--- src/rtl/uart_recv_cfg.sv ---
// Configurable RS232 receiver: glitch-filtered start detect, 3-sample majority vote per bit,
// optional parity and 1/2 stop bits, frames queued in a small FWFT FIFO with CTS flow control.
module uart_recv_cfg #(
  parameter int CLKS_PER_BIT = 1154,
  parameter int DATA_BITS    = 8,
  parameter int PARITY       = 0,
  parameter int STOP_BITS    = 1,
  parameter int DEPTH        = 4,
  parameter int AFULL        = 2
) (
  input  logic                 clock,
  input  logic                 resetn,
  input  logic                 txd_pin,
  output logic                 ctsn_pin,
  output logic [DATA_BITS-1:0] odata,
  output logic                 operr,
  output logic                 oferr,
  output logic                 obrk,
  output logic                 ovalid,
  input  logic                 oready,
  output logic                 overrun,
  input  logic                 overrun_clr
);

  // state | meaning
  // IDLE  | waiting for txd low
  // START | validating start bit at mid-bit
  // DATA  | shifting data bits, LSB first
  // PAR   | checking parity bit
  // STOP  | checking stop bit(s), push on last decision
  localparam logic [2:0] S_IDLE  = 3'd0;
  localparam logic [2:0] S_START = 3'd1;
  localparam logic [2:0] S_DATA  = 3'd2;
  localparam logic [2:0] S_PAR   = 3'd3;
  localparam logic [2:0] S_STOP  = 3'd4;

  localparam int TW   = $clog2(CLKS_PER_BIT);
  localparam int HALF = CLKS_PER_BIT / 2;
  localparam logic [TW-1:0] T_S0   = TW'(HALF - 1);
  localparam logic [TW-1:0] T_S1   = TW'(HALF);
  localparam logic [TW-1:0] T_DEC  = TW'(HALF + 1);
  localparam logic [TW-1:0] T_LAST = TW'(CLKS_PER_BIT - 1);
  localparam int AW = $clog2(DEPTH);
  localparam int CW = AW + 1;
  localparam int EW = DATA_BITS + 3;

  logic                 sync1, txd;
  logic [2:0]           state;
  logic [TW-1:0]        timer;
  logic                 s0, s1, vote, dec;
  logic [3:0]           bit_cnt;
  logic [DATA_BITS-1:0] shreg;
  logic                 perr, ferr, frame_ferr;
  logic                 push_req, push_ok, pop, full;
  logic [EW-1:0]        frame;
  logic [EW-1:0]        mem [DEPTH];
  logic [AW-1:0]        wr_ptr, rd_ptr;
  logic [CW-1:0]        count;

  always_ff @(posedge clock or negedge resetn) begin
    if (!resetn) begin
      sync1 <= 1'b1;
      txd   <= 1'b1;
    end else begin
      sync1 <= txd_pin;
      txd   <= sync1;
    end
  end

  assign dec        = (timer == T_DEC);
  assign vote       = (s0 & s1) | (s0 & txd) | (s1 & txd);
  assign frame_ferr = ferr | ~vote;
  assign push_req   = (state == S_STOP) && dec && (bit_cnt == 4'(STOP_BITS - 1));
  assign frame      = {(shreg == '0) && frame_ferr, frame_ferr, perr, shreg};

  always_ff @(posedge clock or negedge resetn) begin
    if (!resetn) begin
      state   <= S_IDLE;
      timer   <= '0;
      s0      <= 1'b1;
      s1      <= 1'b1;
      bit_cnt <= '0;
      shreg   <= '0;
      perr    <= 1'b0;
      ferr    <= 1'b0;
    end else begin
      if (timer == T_S0) s0 <= txd;
      if (timer == T_S1) s1 <= txd;
      if (state == S_IDLE) begin
        timer <= '0;
        if (!txd) begin
          state   <= S_START;
          bit_cnt <= '0;
          perr    <= 1'b0;
          ferr    <= 1'b0;
        end
      end else begin
        timer <= (timer == T_LAST) ? '0 : timer + 1'b1;
        if (dec) begin
          case (state)
            S_START: begin
              if (vote) begin
                state <= S_IDLE;
                timer <= '0;
              end else begin
                state <= S_DATA;
              end
            end
            S_DATA: begin
              shreg <= {vote, shreg[DATA_BITS-1:1]};
              if (bit_cnt == 4'(DATA_BITS - 1)) begin
                bit_cnt <= '0;
                state   <= (PARITY != 0) ? S_PAR : S_STOP;
              end else begin
                bit_cnt <= bit_cnt + 1'b1;
              end
            end
            S_PAR: begin
              perr  <= ((^shreg) ^ vote) != (PARITY == 1);
              state <= S_STOP;
            end
            S_STOP: begin
              ferr <= frame_ferr;
              // returning to IDLE on the push cycle leaves half a bit to resync on the next start
              if (bit_cnt == 4'(STOP_BITS - 1)) begin
                state <= S_IDLE;
                timer <= '0;
              end else begin
                bit_cnt <= bit_cnt + 1'b1;
              end
            end
            default: state <= S_IDLE;
          endcase
        end
      end
    end
  end

  assign ovalid  = (count != '0);
  assign pop     = ovalid & oready;
  assign full    = (count == CW'(DEPTH));
  // a pop on a full FIFO frees the slot for a same-cycle push
  assign push_ok = push_req & (~full | pop);
  assign {obrk, oferr, operr, odata} = mem[rd_ptr];

  always_ff @(posedge clock or negedge resetn) begin
    if (!resetn) begin
      for (int i = 0; i < DEPTH; i++) mem[i] <= '0;
      wr_ptr   <= '0;
      rd_ptr   <= '0;
      count    <= '0;
      overrun  <= 1'b0;
      ctsn_pin <= 1'b1;
    end else begin
      if (push_ok) begin
        mem[wr_ptr] <= frame;
        wr_ptr      <= wr_ptr + 1'b1;
      end
      if (pop) rd_ptr <= rd_ptr + 1'b1;
      if (push_ok && !pop) count <= count + 1'b1;
      else if (!push_ok && pop) count <= count - 1'b1;
      if (push_req && !push_ok) overrun <= 1'b1;
      else if (overrun_clr) overrun <= 1'b0;
      ctsn_pin <= (count >= CW'(AFULL));
    end
  end

endmodule

--- config.mk ---
export PLATFORM = sky130hd
export DESIGN_NAME = uart_recv_cfg
export DESIGN_NICKNAME = d
export VERILOG_FILES = /design/src/rtl/uart_recv_cfg.sv
export SDC_FILE = /design/constraint.sdc
export NUM_CORES = 1
export LEC_CHECK = 0
export ABC_CLOCK_PERIOD_IN_PS = 3350
export BUFFER_PORTS_ARGS = -buffer_cell sky130_fd_sc_hd__buf_2
export CORE_UTILIZATION = 25
export CTS_CLUSTER_DIAMETER = 150
export DETAILED_ROUTE_END_ITERATION = 10
export SYNTH_ARGS = -nofsm -noshare
export SYNTH_HDL_FRONTEND = slang
export SYNTH_SLANG_ARGS = --single-unit
--- constraint.sdc ---
create_clock -name clock -period 3.35 [get_ports clock]
set_input_delay 0 -clock clock [delete_from_list [all_inputs] [get_ports clock]]
set_output_delay 0 -clock clock [all_outputs]
set_load 0.01 [all_outputs]
==> Word-level counts from Yosys, hierarchy flattened <==
Cells that the tools add are included.
{ "classes": {"addsub": 6, "n_lt_le_gt_ge": 4, "n_eq_ne": 14, "muxes": 36, "bitwise": 15, "reduce_logical": 25} }
{ "op_table": {"columns": ["cell", "count"], "rows": [
  ["$mux 11", 8],
  ["$bwmux 44", 1],
  ["$eq 11x10->1 const B", 3],
  ["$bmux 11 s2", 1],
  ["$demux 11 s2", 1],
  ["$pmux 11 s2", 1],
  ["$mux 3", 7],
  ["$mux 4", 5],
  ["$pmux 3 s4", 1],
  ["$add 11x1->11 const B", 1],
  ["$eq 11x11->1 const B", 1],
  ["$reduce_bool 2->1", 5],
  ["$mux 1", 9],
  ["$reduce_and 3->1", 3],
  ["$logic_not 8->1", 1],
  ["$pmux 4 s2", 1],
  ["$reduce_and 4->1", 2],
  ["$reduce_xor 8->1", 1],
  ["$logic_and 1x1->1", 7],
  ["$eq 3x2->1 const B", 2],
  ["$eq 3x3->1 const B", 2],
  ["$ge 3x3->1 const B", 2],
  ["$not 2->3", 2],
  ["$reduce_bool 3->1", 2],
  ["other kinds (20)", 31]
]} }
{ "word_totals": {"reg_bits": 85, "in_bits": 5, "word_cells": 119} }

==> Depth between registers and ports, before layout <==
Gate-level depths: netlist (run 1).
{ "logic_depth": {"ltp_word": 8, "depth_mapped": 12} }

==> Worst setup path before layout (run 1) <==
OpenSTA, ideal clock, no wires.
{ "synth_path": {"kind": "register to register", "start": "reg bit_cnt[0]", "end": "reg count[2]", "arrival_time_ps": 2385, "required_time_ps": 3271, "setup_slack_ps": 886, "path_stages_with_launch": 13, "path_buffers": 0, "path_cell_list": "dfrtp_1 inv_1 ha_1 nor4bb_1 and2_1 nand2_1 nor2_1 ha_1 inv_1 fa_1 xor2_1 nor2_1 xor2_1"} }
{ "synth_between": {"elab_chain_cells": 6, "elab_cells_between_ends": 8, "classes_between": "1 x mux; 1 x bitwise; 6 x reduce/logical"} }
{ "synth_rtl": {"columns": ["item", "line_no", "source"], "rows": [
  ["from (decl)", "51", "logic [3:0] bit_cnt;"],
  ["from (signal assigned)", "115", "bit_cnt <= bit_cnt + 1'b1;"],
  ["from (signal assigned)", "129", "bit_cnt <= bit_cnt + 1'b1;"],
  ["$logic_not 4->1 (*)", "73", "assign push_req = (state == S_STOP) && dec && (bit_cnt == 4'(STOP_BITS - 1));"],
  ["$logic_and 1x1->1 (*)", "73", null],
  ["$and 1x1->1 (*)", "143", "assign push_ok = push_req & (~full | pop);"],
  ["named net push_ok", "54", "logic push_req, push_ok, pop, full;"],
  ["$logic_not 1->1", "161", "else if (!push_ok && pop) count <= count - 1'b1;"],
  ["$logic_and 1x1->1", "161", null],
  ["$reduce_bool 2->1 (no line)", null, null],
  ["to (signal assigned)", "160", "if (push_ok && !pop) count <= count + 1'b1;"],
  ["to (signal assigned)", "161", null],
  ["to (decl)", "58", "logic [CW-1:0] count;"]
]} }
Mark *: on every way through the listed nets, which the timed path passes. The rest lies on a longest branch.
A chain may end at the register's enable or synchronous reset.

==> Worst setup path after layout (run 1) <==
Ends and elaborated chain as after synthesis.

==> results, run 1 <==
- The critical path is of the reg2reg type.
- The measured slew at the worst slew-check pin is ~1.1 ns.
- The sequential cell area in the final layout is 0.00213 mm2.
- After routing the design area is 0.00490 mm2.
- By count the netlist is led by dfrtp_1 (80), mux2_4 (36), inv_1 (23), nand2_1 (23), nor2_1 (21).
- Yosys instantiated no cell more often than dfrtp_1.
- Of the post-synthesis cell area, the dominant cell type holds about 47%.
- Clock tree synthesis inserted a total of 9 buffers.
- The sum of negative setup slack is 0 ns.
- The worst IR drop on VDD is 0.000268 V.
- The placeable core area is roughly 0.017 mm2.
- The final period demand of the worst path is roughly 2.8 ns.
- The total number of vias is around 2500.
- The floorplan has between 40 and 50 rows.
- At the end of routability-driven placement, the weighted congestion stood at 0.760.
- The largest clock skew in the final design is between 0.006 and 0.007 ns.
- The wire length of the first global-routing pass is around 13000 um.
- The tightest slew margin relative to the limit is 29.9%.
- Setup repair after global routing left no endpoint under its margin.
- The main flop type after synthesis is dfrtp_1.
- The number of sinks handled by clock tree synthesis is 85.
- In this run, the number of DRC markers left after iteration 0 of detailed routing was 99.
- The largest fanout on the critical path is 5.
- The yosys synthesis warning count is 0.
- The CTS tree is built.
- The wire length reported by the detailed router is approximately 7700 um.
- Counting flops and latches in the post-synthesis netlist gives 85.
- The level count of the clock H-tree is 3.
- The post-detailed-route wirelength per cell is roughly 13 um.
- The power per cell area is 429 mW/mm2.
- The residual antenna-violating net count after detailed routing is 0.
- The sequential area share after synthesis is slightly below 50%.
- The diode insertion count for antenna repair is 0.
- STA classifies the critical path endpoint as a flip-flop.
- A synthesized cell averages approximately 13 um2.
- The final critical path takes up 82.7% of the cycle.
- STA puts the critical path data required time at roughly 3.6 ns.
- Global routing consumed, over all layers together, roughly a tenth of the routing resources.
- The analysis attributes to cell leakage a power of ~2.2 nW.
- The hold violation count in the final report was 0.
- The maximum number of pins on one net before global-route repair is 86.
- 19 I/O pins were placed.
- The run finished with clean final reports.
- In the final layout, the share of cells above drive strength 1 is between 20% and 30%.
- The max capacitance violation total is 0.
- The number of DRC violations after detailed routing is 0.
- Static timing analysis puts the maximum clock frequency at approximately 360 MHz.
- Counting flops with a built-in enable in the synthesized netlist gives 0.
- The count of port buffers added during placement is 18.
- The synthesized netlist net count is between 300 and 400.
- The die is about 130 um wide.
- The area of the multi-input gates is between 0.0015 and 0.002 mm2.
- The vertical die dimension is 133 um.
- At the worst endpoint, the arrival time is 3.03 ns.
- For the worst flop-to-flop path, the logic depth is 12.
- The worst hold path was traced through 2 stages.
- The cell area after placement is around 0.0045 mm2.
- The number of fill cells in the layout is 1706.
- The number of antenna violations at the first check in global routing is 0.
- The number of unique standard cell types used by synthesis is between 40 and 50.
- The top cell type by total area after synthesis is dfrtp_1.
- No sink is reached through more buffers than the 2 on the longest clock path.
- The clock latency at the later pin of the worst-skew pair is around 0.34 ns.
- The worst setup path is launched from a flip-flop.
- From synthesis to final layout, the design area changed by 14.0%.
- The sum of overflow across all layers after global routing is 0.
- The initial utilization of the core area, before any placement, comes to about a quarter.
- Once the clock tree was built, the setup fixing pass inserted 0 buffers.
- The final HPWL from detailed placement is about 5200 um.
- The clock-pin slew reported for the worst setup and hold paths after clock tree synthesis is ~0.060 ns.
- The worst hold path belongs to the class in2reg.
- The die covers ~0.018 mm2.
- Setup violations remaining at the end of the flow were counted as 0.
- The synthesized netlist occupies a cell area of around 0.0043 mm2.
- The final number of max-transition violations is 0.
- The clock root buffer is clkbuf_16.
- In the synthesized netlist, the number of instances is about 330.
- Yosys attributes the largest share of cell area to dfrtp_1 (47%), mux2_4 (13%), mux4_2 (5.8%).
- After detailed routing, the number of vias per cell comes to around 4.3.
- The via count of the first global-routing pass came to 2659.
- The first TritonRoute pass finished after 4 iterations.
- In the synthesized netlist the async set-or-reset flop fraction comes to 100%.
- For this run, the post-layout net count is around 370.
==> timing repair <==
item | 4_1_cts | 5_1_grt
hold buffers | 4 | 0
gates resized for setup | 0 | 0
endpoints found under the hold margin | 84 | 0
==> worst paths after layout <==
| check | slack [ns] | from | to |
|---|---|---|---|
| max in group asynchronous | 2.28 | resetn | bit_cnt[0] |
| hold / removal | 0.30 | txd_pin | sync1 |
| setup reg to reg | 0.58 | bit_cnt[0] | count[2] |
| hold reg to reg | 0.36 | sync1 | txd |
| min in group asynchronous | 0.39 | resetn | mem[37] |
| setup / recovery | 0.58 | bit_cnt[0] | count[2] |
==> critical path, cell delays in order (launching register included) <==
cell and delay [ns]:
dfrtp_1 0.42, inv_1 0.07, ha_1 0.13, nor4bb_1 0.41, and2_1 0.24, nand2_1 0.06
nor2_1 0.25, ha_1 0.24, inv_1 0.06, fa_1 0.38, xor2_1 0.17, nor2_1 0.11
xor2_1 0.16
==> metrics by stage <==
step,cells,hold slack (ns),worst slack [ns],util [%],power (mW)
4_1_cts,578,0.290,0.539,29.4,2.14
2_1_floorplan,331,-0.296,0.886,-,1.05
3_3_place_gp,558,0.111,0.677,27.2,1.07
6_report,578,0.302,0.579,29.4,2.11
3_5_place_dp,558,0.110,0.568,27.2,1.07
5_1_grt,578,0.301,0.308,29.4,2.19
==> layout by cell type, fill, tap and decap left out, drive strengths merged, types with 2 or more instances in the layout <==
master and instances:
dfrtp 80, mux2 45, inv 23, nand2 23, nor2 21, buf 18, ha 15, o21ai 14
nand3 11, mux4 11, xnor2 10, clkbuf 10, xor2 9, and3 8, dfstp 5, nor3 4
nand4 4, mux2i 4, dlygate4sd3 4, clkinv 4, or3 3, a31oi 3, a21o 3, o31ai 3
and2 3, and4 3, bufinv 2
==> power by group <==
group	switching [mW]	leakage [nW]	total, mW	internal [mW]
Sequential	0.00147	1.13	1.03	1.03
Clock	0.397	0.156	1.05	0.653
Combinational	0.0203	0.926	0.0254	0.00508
Total	0.419	2.21	2.11	1.69
==> logic make-up (layout without fill, tap and decap cells) <==
| family | Yosys count | count (layout) | synth area share (%) |
|---|---|---|---|
| simple gates | 87 | 87 | 10.8 |
| fa+ha+maj | 16 | 16 | 4.83 |
| mux | 60 | 60 | 21.6 |
| compound gates | 30 | 30 | 4.42 |
| xor+xnor | 19 | 19 | 3.87 |
| buf+inv | 34 | 61 | 4.88 |
| flops | 85 | 85 | 49.6 |
==> cell type report <==
type	instances	area share, %
inverters	23	1.76
clock inverters	6	1.79
well taps	220	5.61
repair buffers	22	2.70
multi-input cells	212	40.0
clock buffers	10	4.67
flip-flops and latches	85	43.5
==> registers in the layout, summed over array words and instances (netlist names) <==
name	cells
bit_cnt	4
count	3
ctsn_pin	1
ferr	1
mem	44
overrun	1
perr	1
rd_ptr	2
s0	1
s1	1
shreg	8
state	3
sync1	1
timer	11
txd	1
wr_ptr	2
==> routing by layer <==
layer	track usage [%]	part of all wire [%]	vias up
met2	15.3	47	19
met1	12.7	49	1249
met4	2.71	1.1	0
met5	0	0	-
met3	3.04	2.9	8
li1	-	-	1199
Power figures use the tool's default switching activity.
==> run 2, diff against run 1 <==
Settings changed: ABC_AREA from default to 1, ABC_CLOCK_PERIOD_IN_PS 3350 to 2400.
Clock period 3.35 ns to 2.4 ns, I/O delays scaled along.
==> run 2 against run 1 <==
  * Sequential power rose by 49%
  * Global-route usage grew 2.7 points
  * Total power grew 90%
  * Clock-buffer cell count is 1 higher
  * Maximum frequency rose by 23%
  * Clock power up 48%
  * Critical endpoint unchanged
==> results, run 2 <==
- The run finished with clean final reports.
- The level count of the clock H-tree came to 3 (unchanged).
- The flip-flop count of the largest register after layout was 44 (unchanged).
- The multiplexer fraction of the synthesized cell area is 0% (-22 points).
- The critical path capture point type is a flip-flop.
- The largest clock skew in the final design is 0.0102 ns (+0.00401 ns).
- The overall power after layout is 3.99 mW (+90%).
- The worst IR drop on VDD was 0.000415 V (+55%).
- In this run the critical register-to-register path is launched from bit_cnt[0].
- The min-delay analysis places its worst path in the category in2async.
- Yosys attributes the largest share of cell area to dfrtp_1 (44%), nand2_1 (13%), nand4_1 (6.3%).
- The met1 track utilization from global routing came to 16.2% (+3.5 points).
- The met2 track utilization from global routing is 19.9% (+4.6 points).
- The diode insertion count for antenna repair came to 0 (unchanged).
- The placeable core area was 0.0175 mm2 (+5.0%).
- The number of unique standard cell types used by synthesis is 32 (-30%).
- The total number of vias is 3636 (+47%).
- The leakage power total is 2.59 nW (+17%).
- The vertical die dimension is 137 um (+2.7%).
- The count of port buffers added during placement is 18 (unchanged).
- The wire length reported by the detailed router came to 10400 um (+35%).
- The post-synthesis average cell area is 8.33 um2 (-36%).
- The netlist area before placement is 0.00455 mm2 (+5.6%).
- The number of sinks handled by clock tree synthesis is 85 (unchanged).
- The commonest cells after synthesis are nand2_1 (163), dfrtp_1 (80), nor2_1 (57).
- The clock latency at the later pin of the worst-skew pair is 0.35 ns (about the same).
- The adder and majority cell fraction of the synthesized area is 4.57% (-0.26 points).
- The post-synthesis compound-gate area fraction was 7.84% (+3.4 points).
- In this run the worst setup path begins at bit_cnt[0].
- The post-detailed-route wirelength per cell is 12.9 um (-3.3%).
- The fraction of final layout cells sized beyond drive strength 1 is 15.0% (-14 points).
- The max capacitance violation total is 0 (unchanged).
- The top cell type by total area after synthesis is dfrtp_1.
- The fraction of post-synthesis cell area in the top cell type by area is 44.0% (-2.5 points).
- The data arrival time of the critical path came to 2.48 ns (-0.55 ns).
- The layer flagged by global routing as most heavily used is met2.
- The overall track demand over capacity in global routing is 12.4% (+2.7 points).
- The initial core utilization is 25.9% (+0.15 points).
- The maximum number of pins on one net before global-route repair is 54 (-37%).
- The largest buffer count on any clock path is 2 (unchanged).
- The final number of max-transition violations was 0 (unchanged).
- The area growth from synthesis to layout is 16.4%.
- Clock tree synthesis selected as its root buffer the cell clkbuf_16.
- The total number of nets in the final design is 597 (+60%).
- The library cell used most frequently in the layout, excluding fill and tap cells, is nand2_1.
- Counting flops per register, the top entry is mem.
- The path type of the worst setup path is reg2reg.
- The final clock period utilization by the worst path is 93.9% (+11 points).
- The CTS tree is built.
- The sequential area share after synthesis came to 46.9% (-2.6 points).
- The synthesized netlist net count is 567 (+61%).
- The peak per-stage delay on the critical path is 0.40 ns (-0.02 ns).
- The x dimension of the die is 137 um (+2.7%).
- The final setup violation count came to 0 (unchanged).
- The post-synthesis register bit count is 85 (unchanged).
- Among all flip-flop cells after synthesis, the most frequent one is dfrtp_1.
- The clock buffer count from CTS is 9 (unchanged).
- The power per cell area is 755 mW/mm2 (+76%).
- The DRC marker count from the first detailed-route iteration came to 274 (+180%).
- The overall die area is 0.0187 mm2 (+5.5%).
- The number of antenna violations at the first check in global routing came to 0 (unchanged).
- The top cell types in the final layout, fill and taps aside, are nand2_1 (163), dfrtp_1 (79), nor2_1 (57), nand4_1 (46), inv_1 (42).
- The measured slew at the worst slew-check pin came to 0.615 ns (-0.436 ns).
- The routability-driven placement congestion ratio is 0.777 (+2.3%).
- The tightest slew margin relative to the limit came to 59.0% (+29 points).
- The number of search-and-repair iterations in the first detailed-routing pass is 4 (unchanged).
- The slack of the critical path is 0.147 ns (-0.432 ns).
- The largest family of logic cells by synthesized area is simple AND/OR/NAND/NOR gates.
- The number of flops mapped to enable cells by yosys is 0 (unchanged).
- The via count of the first global-routing pass is 3519 (+32%).
- The synthesized-area fraction occupied by xor and xnor cells is 2.50% (-1.4 points).
- The mean number of vias per cell was 4.51 (+5.4%).
- The number of top-level design ports is 19 (unchanged).
- The largest registers in the layout are mem x44, timer x11, shreg x8.
- The proportion of synthesized flip-flops having asynchronous set or reset is 100% (unchanged).
- The final period demand of the worst path is 2.25 ns (-0.518 ns).
- The yosys synthesis warning count is 0 (unchanged).
- The clock-pin slew reported for the worst setup and hold paths after clock tree synthesis is 0.07 ns (about the same).
- The upper clock frequency limit is 444 MHz (+23%).
- Traced cell by cell, the critical path runs through inv_1 -> ha_1 -> nand2_1 -> nor2_4 -> inv_2 -> nor2_8 -> nand2_2 -> inv_2 -> ha_1 -> inv_1 -> fa_1 -> a21oi_1 -> o21ai_0 -> xor2_1.
- The met3 track demand over resource is 3.30% (+0.25 points).
- Among all stages on the critical path, the largest delay is contributed by dfrtp_1.
- The area share of and/or/nand/nor cells after synthesis was 31.2% (+20 points).
- The wire length of the first global-routing pass is 17800 um (+32%).
- The library cell with the highest instance count after synthesis is nand2_1.
- The residual antenna-violating net count after detailed routing came to 0 (unchanged).
- The sort of element at the start of the critical path is a flip-flop.
- The sum of overflow across all layers after global routing is 0 (unchanged).
- The endpoint required time on the critical path is 2.62 ns (-0.99 ns).
- The number of cell rows is 48 (+2.1%).
- The largest fanout on the critical path was 3 (-2).
- The worst slack after detailed placement came to 0.114 ns (-0.455 ns).
- The hold violation count in the final report is 0 (unchanged).
- The synthesized instance count was 546 (+65%).
- The internal reg-to-reg setup slack is 0.15 ns (-0.43 ns).
- The final HPWL from detailed placement is 6950 um (+34%).
- The number of DRC violations after detailed routing is 0 (unchanged).
[run 2: cell count changes in the layout (fill, tap and decap cells not counted), moves of 6 or more]
cell	before	now
buf_4	1	18
inv_1	23	42
inv_2	0	6
mux2_2	9	0
mux2_4	36	0
mux4_2	11	0
nand2_1	23	163
nand4_1	4	46
nor2_1	21	57
o21ai_0	14	33
o21ai_2	0	8
o22ai_1	1	12
xnor2_1	10	3
[run 2: through the flow]
step	hold WS [ns]	cells	utilization (%)	TNS (ns)	instance area, um2
3_3_place_gp	0.00287	783	27.9	0	4890
6_report	0.155	806	30.2	0	5290
4_1_cts	0.174	803	30.0	0	5270
2_1_floorplan	-0.296	546	-	0	4550
3_5_place_dp	0.00689	783	27.9	0	4890
5_1_grt	0.207	806	30.2	-0.0197	5290
[run 2: logic make-up (layout without fill, tap and decap cells)]
logic type	Yosys count	after routing
simple gates	303	303
buf+inv	68	103
fa+ha+maj	16	16
xor+xnor	13	13
flops	85	85
compound gates	61	61
[run 2: worst paths after layout]
| kind | endpoint | depth (start not counted) |
|---|---|---|
| min in group clock | sync1 | 2 |
| setup / recovery | count[2] | 14 |
| hold / removal | mem[2] | 2 |
| setup reg to reg | count[2] | 14 |
| hold reg to reg | txd | 0 |
| max in group asynchronous | sync1 | 3 |
[run 2: power by group]
group	internal, mW	switching, mW
sequential	1.49	0.0421
clock	0.968	0.579
combinational	0.322	0.589
total	2.78	1.21
[run 2: worst max-delay path, delay by kind of cell, from the launching register on]
family / cells / cell delay, ns
AOI/OAI and AO/OA: 2 / 0.26
xor gates and xnor gates: 1 / 0.15
and+or+nand+nor: 4 / 0.39
adders and majority gates: 3 / 0.67
DFF: 1 / 0.40
buffers and inverters: 4 / 0.29
[run 2: layer usage]
metal	vias up	share of wire, %
met5	-	0
met4	0	0.77
met3	6	4.8
met2	55	46
met1	1712	48
li1	1863	-
[run 2: timing repair]
item                                    in CTS  in global routing
hold buffers                                 4                  0
gates resized for setup                      0                  1
endpoints found under the hold margin       37                  0
buffers inserted                             0                  3
endpoints found under the setup margin       0                  1
[run 2: cell type report]
class / count / area [um2]
fill: 1884 / 12200
sequential: 85 / 2130
multi-input combinational: 393 / 2100
tap: 225 / 282
timing repair buffer: 39 / 260
clock buffer: 11 / 253
inverter: 48 / 180
clock inverter: 5 / 82.6
==> run 3, diff against run 2 <==
Settings changed: ABC_CLOCK_PERIOD_IN_PS 2400 to 2850, CORE_ASPECT_RATIO from default to 0.8.
Clock period 2.4 ns to 2.85 ns, I/O delays scaled along.
==> run 3 against run 2 <==
  * The run now ends with DRC left
  * Final area shrank 1.9%
  * Total power shrank 19%
  * Critical endpoint unchanged
  * Largest power group is now registers
  * Critical path depth is the same
  * Die area is essentially flat
  * Core utilization shrank 0.59 points
  * Non-clock buffer count shrank 9
  * Via count grew 0.14%
  * Wire length grew 0.71%
  * Clock skew grew 0.0016 ns
==> results, run 3 (synthesis gave the netlist of run 2 again) <==
- The mean number of vias per cell is 4.57 (+1.3%).
- The total internal power is 2.22 mW (-20%).
- The share of the core filled with cells is 29.6% (-0.59 points).
- The overall die area came to 0.0187 mm2 (about the same).
- The maximum number of pins on one net before global-route repair is 54 (unchanged).
- The depth of the worst register-to-register path is 14 (unchanged).
- The number of top-level design ports came to 19 (unchanged).
- The max capacitance violation total came to 0 (unchanged).
- The cell sitting at the root of the clock tree is a clkbuf_16.
- The CTS tree is built.
- The vertical die dimension was 123 um (-10%).
- The level count of the clock H-tree is 3 (unchanged).
- The sum of negative setup slack was 0 ns (unchanged).
- The worst slack after detailed placement is 0.560 ns (+0.447 ns).
- The via count of the first global-routing pass is 3472 (-1.3%).
- The end of the worst register-to-register path is count[2].
- The share of power burned in registers is 40.5% (+2.1 points).
- The measured slew at the worst slew-check pin is 0.668 ns (+0.0531 ns).
- The largest fanout on the critical path is 5 (+2).
- The x dimension of the die came to 153 um (+12%).
- The critical path is of the reg2reg type.
- The initial core utilization is 25.9% (about the same).
- The area of the multi-input gates is 0.00210 mm2 (unchanged).
- The number of buffers inserted to repair setup after CTS is 0 (unchanged).
- The upper clock frequency limit is 435 MHz (-1.9%).
- The wire length of the first global-routing pass is 18200 um (+2.2%).
- The post-detailed-route wirelength per cell is 13.1 um (+1.8%).
- The fraction of final layout cells sized beyond drive strength 1 is 13.3% (-1.7 points).
- The flip-flop count of the largest register after layout came to 44 (unchanged).
- The clock latency at the later pin of the worst-skew pair is 0.35 ns (about the same).
- The final setup violation count is 0 (unchanged).
- Setup repair after global routing left no endpoint under its margin.
- mem holds more flip-flops than any other register.
- The final HPWL from detailed placement is 6960 um (+0.16%).
- The power per cell area came to 627 mW/mm2 (-17%).
- The count of port buffers added during placement is 18 (unchanged).
- The routability-driven placement congestion ratio came to 0.770 (-0.89%).
- The clock buffer count from CTS is 9 (unchanged).
- The number of sinks handled by clock tree synthesis was 85 (unchanged).
- The net switching power is 1.03 mW (-15%).
- The switching power share of the total came to 31.7% (+1.4 points).
- The overall track demand over capacity in global routing was 12.3% (-0.053 points).
- The share of total power in the clock network is 36.9% (-1.8 points).
- The endpoint required time on the critical path was 3.07 ns (+0.45 ns).
- The final period demand of the worst path is 2.30 ns (+0.0444 ns).
- The final clock period utilization by the worst path is 80.6% (-13 points).
- The total number of vias is 3641 (+0.14%).
- The number of fill cells in the layout is 1875 (-0.48%).
- The startpoint identified for the worst register-to-register timing path is timer[0].
- The number of DRC violations after detailed routing is 2 (+2).
- The slack of the critical path is 0.552 ns (+0.406 ns).
- The placeable core area is 0.0175 mm2 (about the same).
- The total number of nets in the final design is 588 (-1.5%).
- The residual antenna-violating net count after detailed routing is 0 (unchanged).
- The number of cell rows is 43 (-10%).
- The DRC marker count from the first detailed-route iteration came to 282 (+2.9%).
- The cell total after placement was 777 (-0.77%).
- The leakage power total came to 2.53 nW (-2.2%).
- The number of search-and-repair iterations in the first detailed-routing pass is 10 (+6).
- STA classifies the critical path endpoint as a flip-flop.
- The final non-filler cell total was 797 (-1.1%).
- The final number of max-transition violations came to 0 (unchanged).
- The largest clock skew in the final design was 0.0118 ns (+0.00160 ns).
- The sequential cell area in the final layout is 0.00213 mm2 (about the same).
- The path category of the worst min-delay check is in2async.
- The diode insertion count for antenna repair is 0 (unchanged).
- The hold violation count in the final report is 0 (unchanged).
- The clock-pin slew reported for the worst setup and hold paths after clock tree synthesis was 0.07 ns (about the same).
- Leaving out fill and tap cells, the most frequent cell in the layout is nand2_1.
- The most critical setup path has its endpoint at count[2].
- The worst IR drop on VDD is 0.000274 V (-34%).
- STA classifies the critical path startpoint as a flip-flop.
- The sum of overflow across all layers after global routing is 0 (unchanged).
- The tightest slew margin relative to the limit is 55.5% (-3.5 points).
- The largest buffer count on any clock path came to 2 (unchanged).
- The flow ran to the end, but the final reports show violations.
- The data arrival time of the critical path is 2.51 ns (+0.03 ns).
- The part of the total power dissipated in combinational logic is 22.6% (-0.2 points).
- The number of antenna violations at the first check in global routing is 0 (unchanged).
- Compared with the post-synthesis result, the final layout area differs by 14.1%.
- The wire length reported by the detailed router was 10500 um (+0.71%).
- The final reports fail on DRC.
- The number of gates given a new drive strength after cts is 0 (unchanged).
- The internal reg-to-reg setup slack came to 0.55 ns (+0.41 ns).
- The most critical setup path has its startpoint at timer[0].
- In the final layout, the registers with the most flip-flops are mem x44, timer x11, shreg x8.
- The library cells used most frequently in the layout, excluding fill and tap cells, are nand2_1 (163), dfrtp_1 (80), nor2_1 (57), nand4_1 (46), inv_1 (42).
==> run 3: worst min path at each step <==
stage	slack (ns)	endpoint
floorplan	-0.30	bit_cnt[0]
global placement	0.07	mem[0]
detailed placement	0.08	mem[0]
CTS	0.24	mem[5]
global route	0.28	mem[5]
finish	0.23	mem[0]
==> run 3: per-layer routing <==
| layer | vias up | wire length, um | GRT usage [%] |
|---|---|---|---|
| met5 | - | 0 | 0 |
| met3 | 9 | 560 | 3.67 |
| li1 | 1843 | - | - |
| met1 | 1700 | 5350 | 17.2 |
| met4 | 0 | 89 | 3.03 |
| met2 | 89 | 4470 | 18.7 |
==> run 3: cell type report <==
cell class / count / share of cell area (%)
multi-input combinational: 393 / 40.4
inverter: 48 / 3.47
sequential: 85 / 41.1
tap: 225 / 5.43
timing repair buffer: 30 / 3.72
clock inverter: 5 / 1.13
clock buffer: 11 / 4.68
==> run 3: worst max-delay path: stages, from the launching register on <==
cell and delay, ns:
dfrtp_1 0.42, inv_1 0.10, ha_1 0.14, nand2_1 0.09
inv_2 0.09, nand3_4 0.10, nor2_8 0.11, nand2_2 0.07
inv_2 0.07, ha_1 0.13, inv_1 0.06, fa_1 0.37
a21oi_1 0.14, o21ai_0 0.12, xor2_1 0.16
==> run 3: stage by stage <==
| stage | total power [mW] | hold slack [ns] | area (um2) |
|---|---|---|---|
| floorplan | 1.79 | -0.296 | 4550 |
| global placement | 2.07 | 0.0695 | 4840 |
| detailed placement | 2.08 | 0.0759 | 4840 |
| CTS | 3.29 | 0.244 | 5190 |
| global route | 3.44 | 0.284 | 5190 |
| finish | 3.25 | 0.226 | 5190 |
==> run 3: power groups by stage <==
stage	Clock [mW]	Combinational [mW]	Sequential, mW
6_report	1.20	0.736	1.32
5_1_grt	1.28	0.835	1.32
3_3_place_gp	0	0.733	1.34
2_1_floorplan	0	0.474	1.31
4_1_cts	1.23	0.746	1.32
3_5_place_dp	0	0.739	1.34
==> run 3: timing repair <==
action	in CTS	in global routing
setup endpoints to repair	0	0
endpoints found under the hold margin	48	0
hold buffers	4	0
